**src/rtl/tm1638_responder.sv**
```systemverilog
// Chip-side model of a TM1638 LED/key controller: decodes STB/CLK/DIO frames into display RAM
// and display control, and shifts key-scan bytes back out. Define TM1638_RESPONDER_SYNC_EN for 2-flop pin synchronizers.
module tm1638_responder #(
    parameter int RAM_AW    = 4,
    parameter int KEY_BYTES = 4
) (
    input  logic                   clock,
    input  logic                   reset,
    input  logic                   tm_stb,
    input  logic                   tm_clk,
    input  logic                   tm_dio_in,
    output logic                   tm_dio_out,
    output logic                   tm_dio_oe,
    input  logic [8*KEY_BYTES-1:0] keys,
    input  logic [RAM_AW-1:0]      ram_raddr,
    output logic [7:0]             ram_rdata,
    output logic                   ram_we,
    output logic                   display_on,
    output logic [2:0]             brightness,
    output logic                   proto_error
);

    localparam int RAM_DEPTH = 2 ** RAM_AW;

    typedef enum logic [2:0] {
        S_IDLE,
        S_CMD,
        S_DATA,
        S_READ,
        S_DROP
    } state_t;

    state_t state_q, state_d;

    logic stb_s, clk_s, dio_s;
    logic stb_q, clk_q;
    logic stb_rise, stb_fall, clk_rise;
    logic bit_ok, byte_done;

    logic [2:0]             bit_cnt;
    logic [7:0]             shift_in;
    logic [7:0]             rx_byte;
    logic [RAM_AW-1:0]      addr_q;
    logic                   fixed_addr;
    logic [8*KEY_BYTES-1:0] key_sr;
    logic                   wr_en;
    logic [7:0]             ram [RAM_DEPTH];

`ifdef TM1638_RESPONDER_SYNC_EN
    // Bit order in the sync vectors: [2]=dio, [1]=clk, [0]=stb; idle-high lines reset high.
    logic [2:0] sync1, sync2;

    always_ff @(posedge clock) begin
        if (reset) begin
            sync1 <= 3'b011;
            sync2 <= 3'b011;
        end else begin
            sync1 <= {tm_dio_in, tm_clk, tm_stb};
            sync2 <= sync1;
        end
    end

    assign {dio_s, clk_s, stb_s} = sync2;
`else
    assign stb_s = tm_stb;
    assign clk_s = tm_clk;
    assign dio_s = tm_dio_in;
`endif

    // NOTE: sequential state uses non-blocking assignments so every flop samples pre-edge values.
    always_ff @(posedge clock) begin
        if (reset) begin
            stb_q <= 1'b1;
            clk_q <= 1'b1;
        end else begin
            stb_q <= stb_s;
            clk_q <= clk_s;
        end
    end

    assign stb_rise = stb_s & ~stb_q;
    assign stb_fall = ~stb_s & stb_q;
    assign clk_rise = clk_s & ~clk_q;

    // A simultaneous STB rise leaves stb_s high, so that bit is dropped here.
    assign bit_ok    = clk_rise & ~stb_s & (state_q != S_IDLE);
    assign byte_done = bit_ok & (bit_cnt == 3'd7);
    assign rx_byte   = {dio_s, shift_in[7:1]};
    assign wr_en     = byte_done & (state_q == S_DATA);

    always_ff @(posedge clock) begin
        if (reset) state_q <= S_IDLE;
        else       state_q <= state_d;
    end

    // NOTE: the default assignment up front keeps this combinational block free of latches.
    always_comb begin
        state_d = state_q;
        if (stb_rise) begin
            state_d = S_IDLE;
        end else begin
            case (state_q)
                S_IDLE: if (stb_fall) state_d = S_CMD;
                S_CMD: begin
                    if (byte_done) begin
                        case (rx_byte[7:6])
                            2'b01:   state_d = rx_byte[1] ? S_READ : S_DATA;
                            2'b11:   state_d = S_DATA;
                            default: state_d = S_DROP;
                        endcase
                    end
                end
                default: state_d = state_q;
            endcase
        end
    end

    always_comb begin
        tm_dio_oe  = 1'b0;
        tm_dio_out = 1'b0;
        if (state_q == S_READ) begin
            tm_dio_oe  = 1'b1;
            tm_dio_out = key_sr[0];
        end
    end

    always_ff @(posedge clock) begin
        if (reset) begin
            bit_cnt     <= '0;
            shift_in    <= '0;
            addr_q      <= '0;
            fixed_addr  <= 1'b0;
            key_sr      <= '0;
            ram_we      <= 1'b0;
            display_on  <= 1'b0;
            brightness  <= '0;
            proto_error <= 1'b0;
        end else begin
            ram_we <= 1'b0;
            if (stb_rise) begin
                if (bit_cnt != 3'd0) proto_error <= 1'b1;
                bit_cnt <= '0;
            end else if (stb_fall) begin
                bit_cnt <= '0;
            end else if (bit_ok) begin
                bit_cnt  <= bit_cnt + 3'd1;
                shift_in <= rx_byte;
            end

            if (byte_done && state_q == S_CMD) begin
                case (rx_byte[7:6])
                    2'b01: begin
                        if (rx_byte[1]) key_sr     <= keys;
                        else            fixed_addr <= rx_byte[2];
                    end
                    2'b11: addr_q <= rx_byte[RAM_AW-1:0];
                    2'b10: begin
                        display_on <= rx_byte[3];
                        brightness <= rx_byte[2:0];
                    end
                    default: ;
                endcase
            end

            if (wr_en) begin
                ram_we <= 1'b1;
                if (!fixed_addr) addr_q <= addr_q + 1'b1;
            end

            if (bit_ok && state_q == S_READ) key_sr <= key_sr >> 1;
        end
    end

    // NOTE: the RAM must clear on reset, so it is a flop array rather than an inferred block RAM.
    always_ff @(posedge clock) begin
        if (reset) begin
            for (int i = 0; i < RAM_DEPTH; i++) ram[i] <= '0;
            ram_rdata <= '0;
        end else begin
            if (wr_en) ram[addr_q] <= rx_byte;
            ram_rdata <= ram[ram_raddr];
        end
    end

endmodule

```
**config.mk**
```make
export PLATFORM = sky130hd
export DESIGN_NAME = tm1638_responder
export DESIGN_NICKNAME = d
export VERILOG_FILES = /design/src/rtl/tm1638_responder.sv
export SDC_FILE = /design/constraint.sdc
export NUM_CORES = 1
export LEC_CHECK = 0
export CORE_MARGIN = 10
export CORE_UTILIZATION = 50
export DETAILED_ROUTE_END_ITERATION = 12
export HOLD_SLACK_MARGIN = 0.05
export PLACE_DENSITY = 0.69
export SLEW_MARGIN = 20
export SYNTH_ARGS = -nofsm -noshare
export SYNTH_HDL_FRONTEND = slang
export SYNTH_SLANG_ARGS = --single-unit
```
**constraint.sdc**
```tcl
create_clock -name clock -period 2.6 [get_ports clock]
set_input_delay 0.26 -clock clock [delete_from_list [all_inputs] [get_ports clock]]
set_output_delay 0.26 -clock clock [all_outputs]
set_load 0.01 [all_outputs]
```
==> out/metrics.cfg, run 1 <==
[clock_network]
cts_tree = built
postCtsResizedCells = 0
cts_setup_buffers = 0
clk_pin_slew_worst_paths_ps = 70
cts_num_sinks = 194
clock_path_buffers = 2
cts_hold_buf = 0
cts_buffers = 17
insertion_delay_ps = 430
root_buffer = clkbuf_16
htreeDepth = 4

[synth]
synth_area_per_cell_um2 = 11.5
yosysUniqueCellTypes = 47
synthArstFlopShare_pct = 0
synthFlopType = edfxtp_1
synth_top_area_cell = edfxtp_1
ys_seq_area_share_pct = 58.0
ys_top_cells_by_area = edfxtp_1, dfxtp_1, and2_1
synth_seq_cells = 194
synth.cell_area_mm2 = 0.00890
netlist_instances = 774
ys_warn_count = 0
synth_edf_count = 128
synth_top_cell_area_share_pct = 43.2
synth_nets = 824

[worst_setup_path]
worst_ep_required_time_ps = 2340
critical_path_class = register to output port
crit_slowest_cell = dfxtp_1
worst-path-buf-inv = 1
reg2reg_to = addr_q[0]
worst_setup_path_start_kind = register
end_kind = output port
crit_cells = 3
reg2regPathDepth = 7
crit_family = flip-flops
timing.rr.start = bit_cnt[0]
critPathMaxFanout = 13
critPathArrivalTime_ps = 2020
path_cells = and3b_1 > and2_1 > clkdlybuf4s50_1
r2r_slack_ps = 340
slowest_delay_ps = 660
startpoint = state_q[2]
crit_end = tm_dio_out

[final_layout]
postLayoutCellArea_mm2 = 0.0103
final_common_cell = and2_1
antenna_cells = 0
mostFrequentLayoutCells = and2_1, edfxtp_1, dfxtp_1
finish.net_count = 863
drive_gt1_share_pct = 11.4
areaGrowthSynthToFinish_pct = 15.3
num-fill-cells = 1401

[drt]
ant_nets = 0
drt-total-wl_um = 20700
vias_per_cell = 5.67
dr_total_vias = 5957
first_iter_violations = 398
dr.pass1.iters = 5
wire_per_inst_um = 19.7
drt_drc_violations_left = 0

[global_route]
grt_overflow = 0
grt_pass1_vias = 6124
grtUsageTotal_pct = 17.6
grt_max_degree = 73
grt_pass1_wl_um = 32800
antenna_found_initial = 0

[floorplan]
pin_count = 57
die_w_um = 153
initial_core_util_pct = 51.3
coreArea_mm2 = 0.0174
die_area_mm2 = 0.0235
die_h_um = 153
num_rows = 48

[timing]
clock_skew_ps = 10.5
setup_viol = 0
fin_setup_tns_ps = 0
slew_headroom_pct = 32.0
period_share_pct = 87.9
worst_slack_ps = 315
slew_viol_final = 0
final_hold_viol_count = 0
rsz0062_at_grt = false
period_minus_slack_ps = 2280
worst_pin_slew_ps = 1020
fmax_mhz = 438

[placed_design]
gp_congestion = 0.858
place_hpwl_um = 14200
post-place-ws_ps = 214
placed_area_mm2 = 0.00969
port-buffer-count = 56

[power]
p_leak_nw = 3.91
max-vdd-ir-drop_uv = 486
pwr_density_cell_mw_per_mm2 = 617

[worst_hold_path]
hold_class = input port to register
holdPathStages = 3

[flow_run]
cap_violations = 0

[status]
status = complete, no violations

[routing by layer]
layer  vias to the layer above  track usage, %  routed length, µm
met5                         -               0                  0
met4                         0            6.21                388
met3                        31            5.30               1400
met2                       204            27.6               9690
met1                      2897            22.5               9240
li1                       2825               -                  -
[layout make-up]
cell class                      instances  area (µm²)  share of cell area (%)
Sequential cell                       194        5160                    50.3
Inverter                                7        26.3                   0.256
Clock buffer                           25         527                    5.13
Clock inverter                          7        45.0                   0.439
Tap cell                              225         282                    2.74
Multi-Input combinational cell        503        3410                    33.3
Timing Repair Buffer                   90         806                    7.85
[worst min-delay path by stage]
| stage | start | to | slack, ps |
|---|---|---|---|
| floorplan | tm_stb | stb_q | 360 |
| global placement | key_sr[0] | key_sr[0] | 450 |
| detailed placement | key_sr[0] | key_sr[0] | 450 |
| CTS | reset | ram_we | 240 |
| global route | reset | ram_we | 250 |
| finish | reset | ram_we | 250 |
[state kept, by name (all words and copies together), names as in the netlist]
register and flops:
brightness 3, key_sr 32, state_q 3, fixed_addr 1, ram_rdata 8, clk_q 1, proto_error 1, display_on 1
bit_cnt 3, addr_q 4, stb_q 1, shift_in 7, ram 128, ram_we 1
[cell families after synthesis]
logic type,after synthesis,share of synthesized area [%]
simple gates,325,20.5
flops,194,58.0
compound gates,98,7.69
buf+inv,77,3.65
mux,69,8.74
fa+ha+maj,9,1.26
xor+xnor,2,0.197
[cell usage after synthesis, drive strengths merged, types with 6 or more instances]
cell type and number:
a211oi 18, a21oi 23, a22oi 28, a311oi 14, and2 133, and3b 6, buf 24, clkbuf 46
dfxtp 66, edfxtp 128, ha 9, inv 7, mux2i 62, mux4 7, nand2 63, nand3 14
nor2 50, o21ai 8, or2 17
[where the power goes]
group	switching, mW	total, mW	internal [mW]
Clock	1.10	2.51	1.41
Sequential	0.0450	3.44	3.39
Combinational	0.206	0.381	0.175
Total	1.35	6.33	4.98
[worst reg2reg max path, stage by stage, from the launching register on]
cell	delay [ps]
dfxtp_1	370
ha_1	180
ha_1	180
nand4bb_1	110
buf_4	190
or4_1	610
or3b_1	390
a31oi_1	160
[stage by stage]
| stage | power (mW) | utilization [%] | std cells | hold WS, ps |
|---|---|---|---|---|
| after floorplan | 3.70 | - | 774 | 360 |
| after global placement | 3.87 | 55.8 | 1019 | 445 |
| after detailed placement | 3.89 | 55.8 | 1019 | 451 |
| after CTS | 6.35 | 59.1 | 1051 | 239 |
| after global routing | 6.53 | 59.1 | 1051 | 251 |
| final | 6.33 | 59.1 | 1051 | 250 |
(Power assumes the default switching activity.)
==> run 2: changes to the inputs <==
- CTS_BUF_LIST: not set -> sky130_fd_sc_hd__clkbuf_16
- PLACE_DENSITY: 0.69 -> 0.75
==> out/metrics.cfg, run 2 (same netlist as run 1, synthesis figures left out) <==
[timing]
fin_setup_tns_ps = 0
rsz0062_at_grt = false
fmax_mhz = 430
slew_headroom_pct = 39.1
period_share_pct = 89.4
slew_viol_final = 0
final_hold_viol_count = 0
worst_pin_slew_ps = 912
period_minus_slack_ps = 2320
holdWs_ps = 258
clock_skew_ps = 8.54
setup_viol = 0

[worst_setup_path]
critPathArrivalTime_ps = 2450
r2r_slack_ps = 280
reg2regPathDepth = 7
worst_setup_path_start_kind = register
worst_ep_required_time_ps = 2720
startpoint = bit_cnt[0]
reg2reg_to = ram[13][1]
critPathMaxFanout = 9
critical_path_class = register to register
timing.rr.start = bit_cnt[0]
end_kind = register

[final_layout]
final_common_cell = and2_1
antenna_cells = 0
final_cells = 1050
top_regs = ram (128), key_sr (32), ram_rdata (8)
num-fill-cells = 1329
areaGrowthSynthToFinish_pct = 15.0
top_register = ram
largest_reg_flops = 128
finish.net_count = 862
mostFrequentLayoutCells = and2_1, edfxtp_1, dfxtp_1
drive_gt1_share_pct = 11.2

[placed_design]
gp_congestion = 0.872
dp_cells = 1018
port-buffer-count = 56
place_hpwl_um = 13800

[power]
p_switching_mw = 1.31
clkPwrFrac_pct = 38.7
pwr_density_cell_mw_per_mm2 = 608
switching_share_pct = 21.0
share_seq_of_total_power_pct = 55.2
internal_power_mw = 4.92
max-vdd-ir-drop_uv = 495
power.total_mw = 6.23
pwr-share-comb_pct = 6.1
p_leak_nw = 3.91

[clock_network]
htreeDepth = 4
root_buffer = clkbuf_16
postCtsResizedCells = 0
clock_path_buffers = 2
cts_tree = built
insertion_delay_ps = 430
cts_hold_buf = 0
cts_num_sinks = 194
cts_buffers = 17
cts_setup_buffers = 0
clk_pin_slew_worst_paths_ps = 60

[flow_run]
cap_violations = 0

[worst_hold_path]
holdPathStages = 3
holdPathEnd = ram_we
hp-start = reset
hold_class = input port to register

[drt]
highest_layer = met4
vias_per_cell = 5.65
wire_per_inst_um = 18.9
met1_length_um = 8420
wl_met2_um = 9490
dr.pass1.iters = 5
dr_total_vias = 5934
ant_nets = 0
drt_drc_violations_left = 0
met3WireLength_um = 1410
first_iter_violations = 506
drt-total-wl_um = 19900

[global_route]
grt_overflow = 0
grtUsageTotal_pct = 17.0
antenna_found_initial = 0
grt_pass1_vias = 6067
grt_pass1_wl_um = 32100
grt_max_degree = 73

[floorplan]
pin_count = 57
num_rows = 48
initial_core_util_pct = 51.3
coreArea_mm2 = 0.0174
die_w_um = 153
die_area_mm2 = 0.0235
die_h_um = 153

[status]
status = complete, no violations

[run 2: changes by cell type in the layout (fill, tap and decap cells not counted), sizes merged]
cell    previous run  this run
clkbuf            25        18
clkinv             3         5
bufinv             0         1
buf               36        35
inv               11        15
[run 2: cell type report]
| class | count | area (µm²) | area share (%) |
|---|---|---|---|
| Multi-Input combinational cell | 503 | 3410 | 33.3 |
| Tap cell | 225 | 282 | 2.75 |
| Sequential cell | 194 | 5160 | 50.4 |
| Clock buffer | 18 | 450 | 4.40 |
| Clock inverter | 14 | 93.8 | 0.916 |
| Inverter | 7 | 26.3 | 0.257 |
| Timing Repair Buffer | 89 | 811 | 7.92 |
[run 2: worst max-delay path by stage]
stage / endpoint / slack [ps]
6_report: ram[13][1] / 280
5_1_grt: ram[13][5] / 110
4_1_cts: ram[13][1] / 220
3_5_place_dp: ram[7][7] / 150
3_3_place_gp: ram[7][5] / 210
2_1_floorplan: addr_q[0] / 530
[run 2: metal layers]
layer	up-vias	global-route usage, %
met5	-	0
met4	0	7.02
met3	49	4.69
met2	228	27.7
met1	2825	20.9
li1	2832	-
[run 2: power by group through the flow]
stage	Sequential, mW	Clock, mW	Combinational (mW)
floorplan	3.49	0	0.208
global placement	3.50	0	0.369
detailed placement	3.50	0	0.380
CTS	3.44	2.46	0.382
global route	3.44	2.59	0.412
finish	3.44	2.41	0.383
[run 2: per-stage QoR]
step / worst slack, ps / utilization (%) / cell area, µm²
floorplan: 528 / - / 8900
global placement: 209 / 55.9 / 9700
detailed placement: 147 / 55.9 / 9700
CTS: 223 / 59.0 / 10200
global route: 115 / 59.0 / 10200
finish: 277 / 59.0 / 10200
[run 2: critical path, stage by stage (launching register included)]
cell	delay, ps
dfxtp_1	380
ha_1	170
ha_1	170
nand4bb_1	100
buf_4	180
nor3_4	360
and4_1	370
or2_2	260
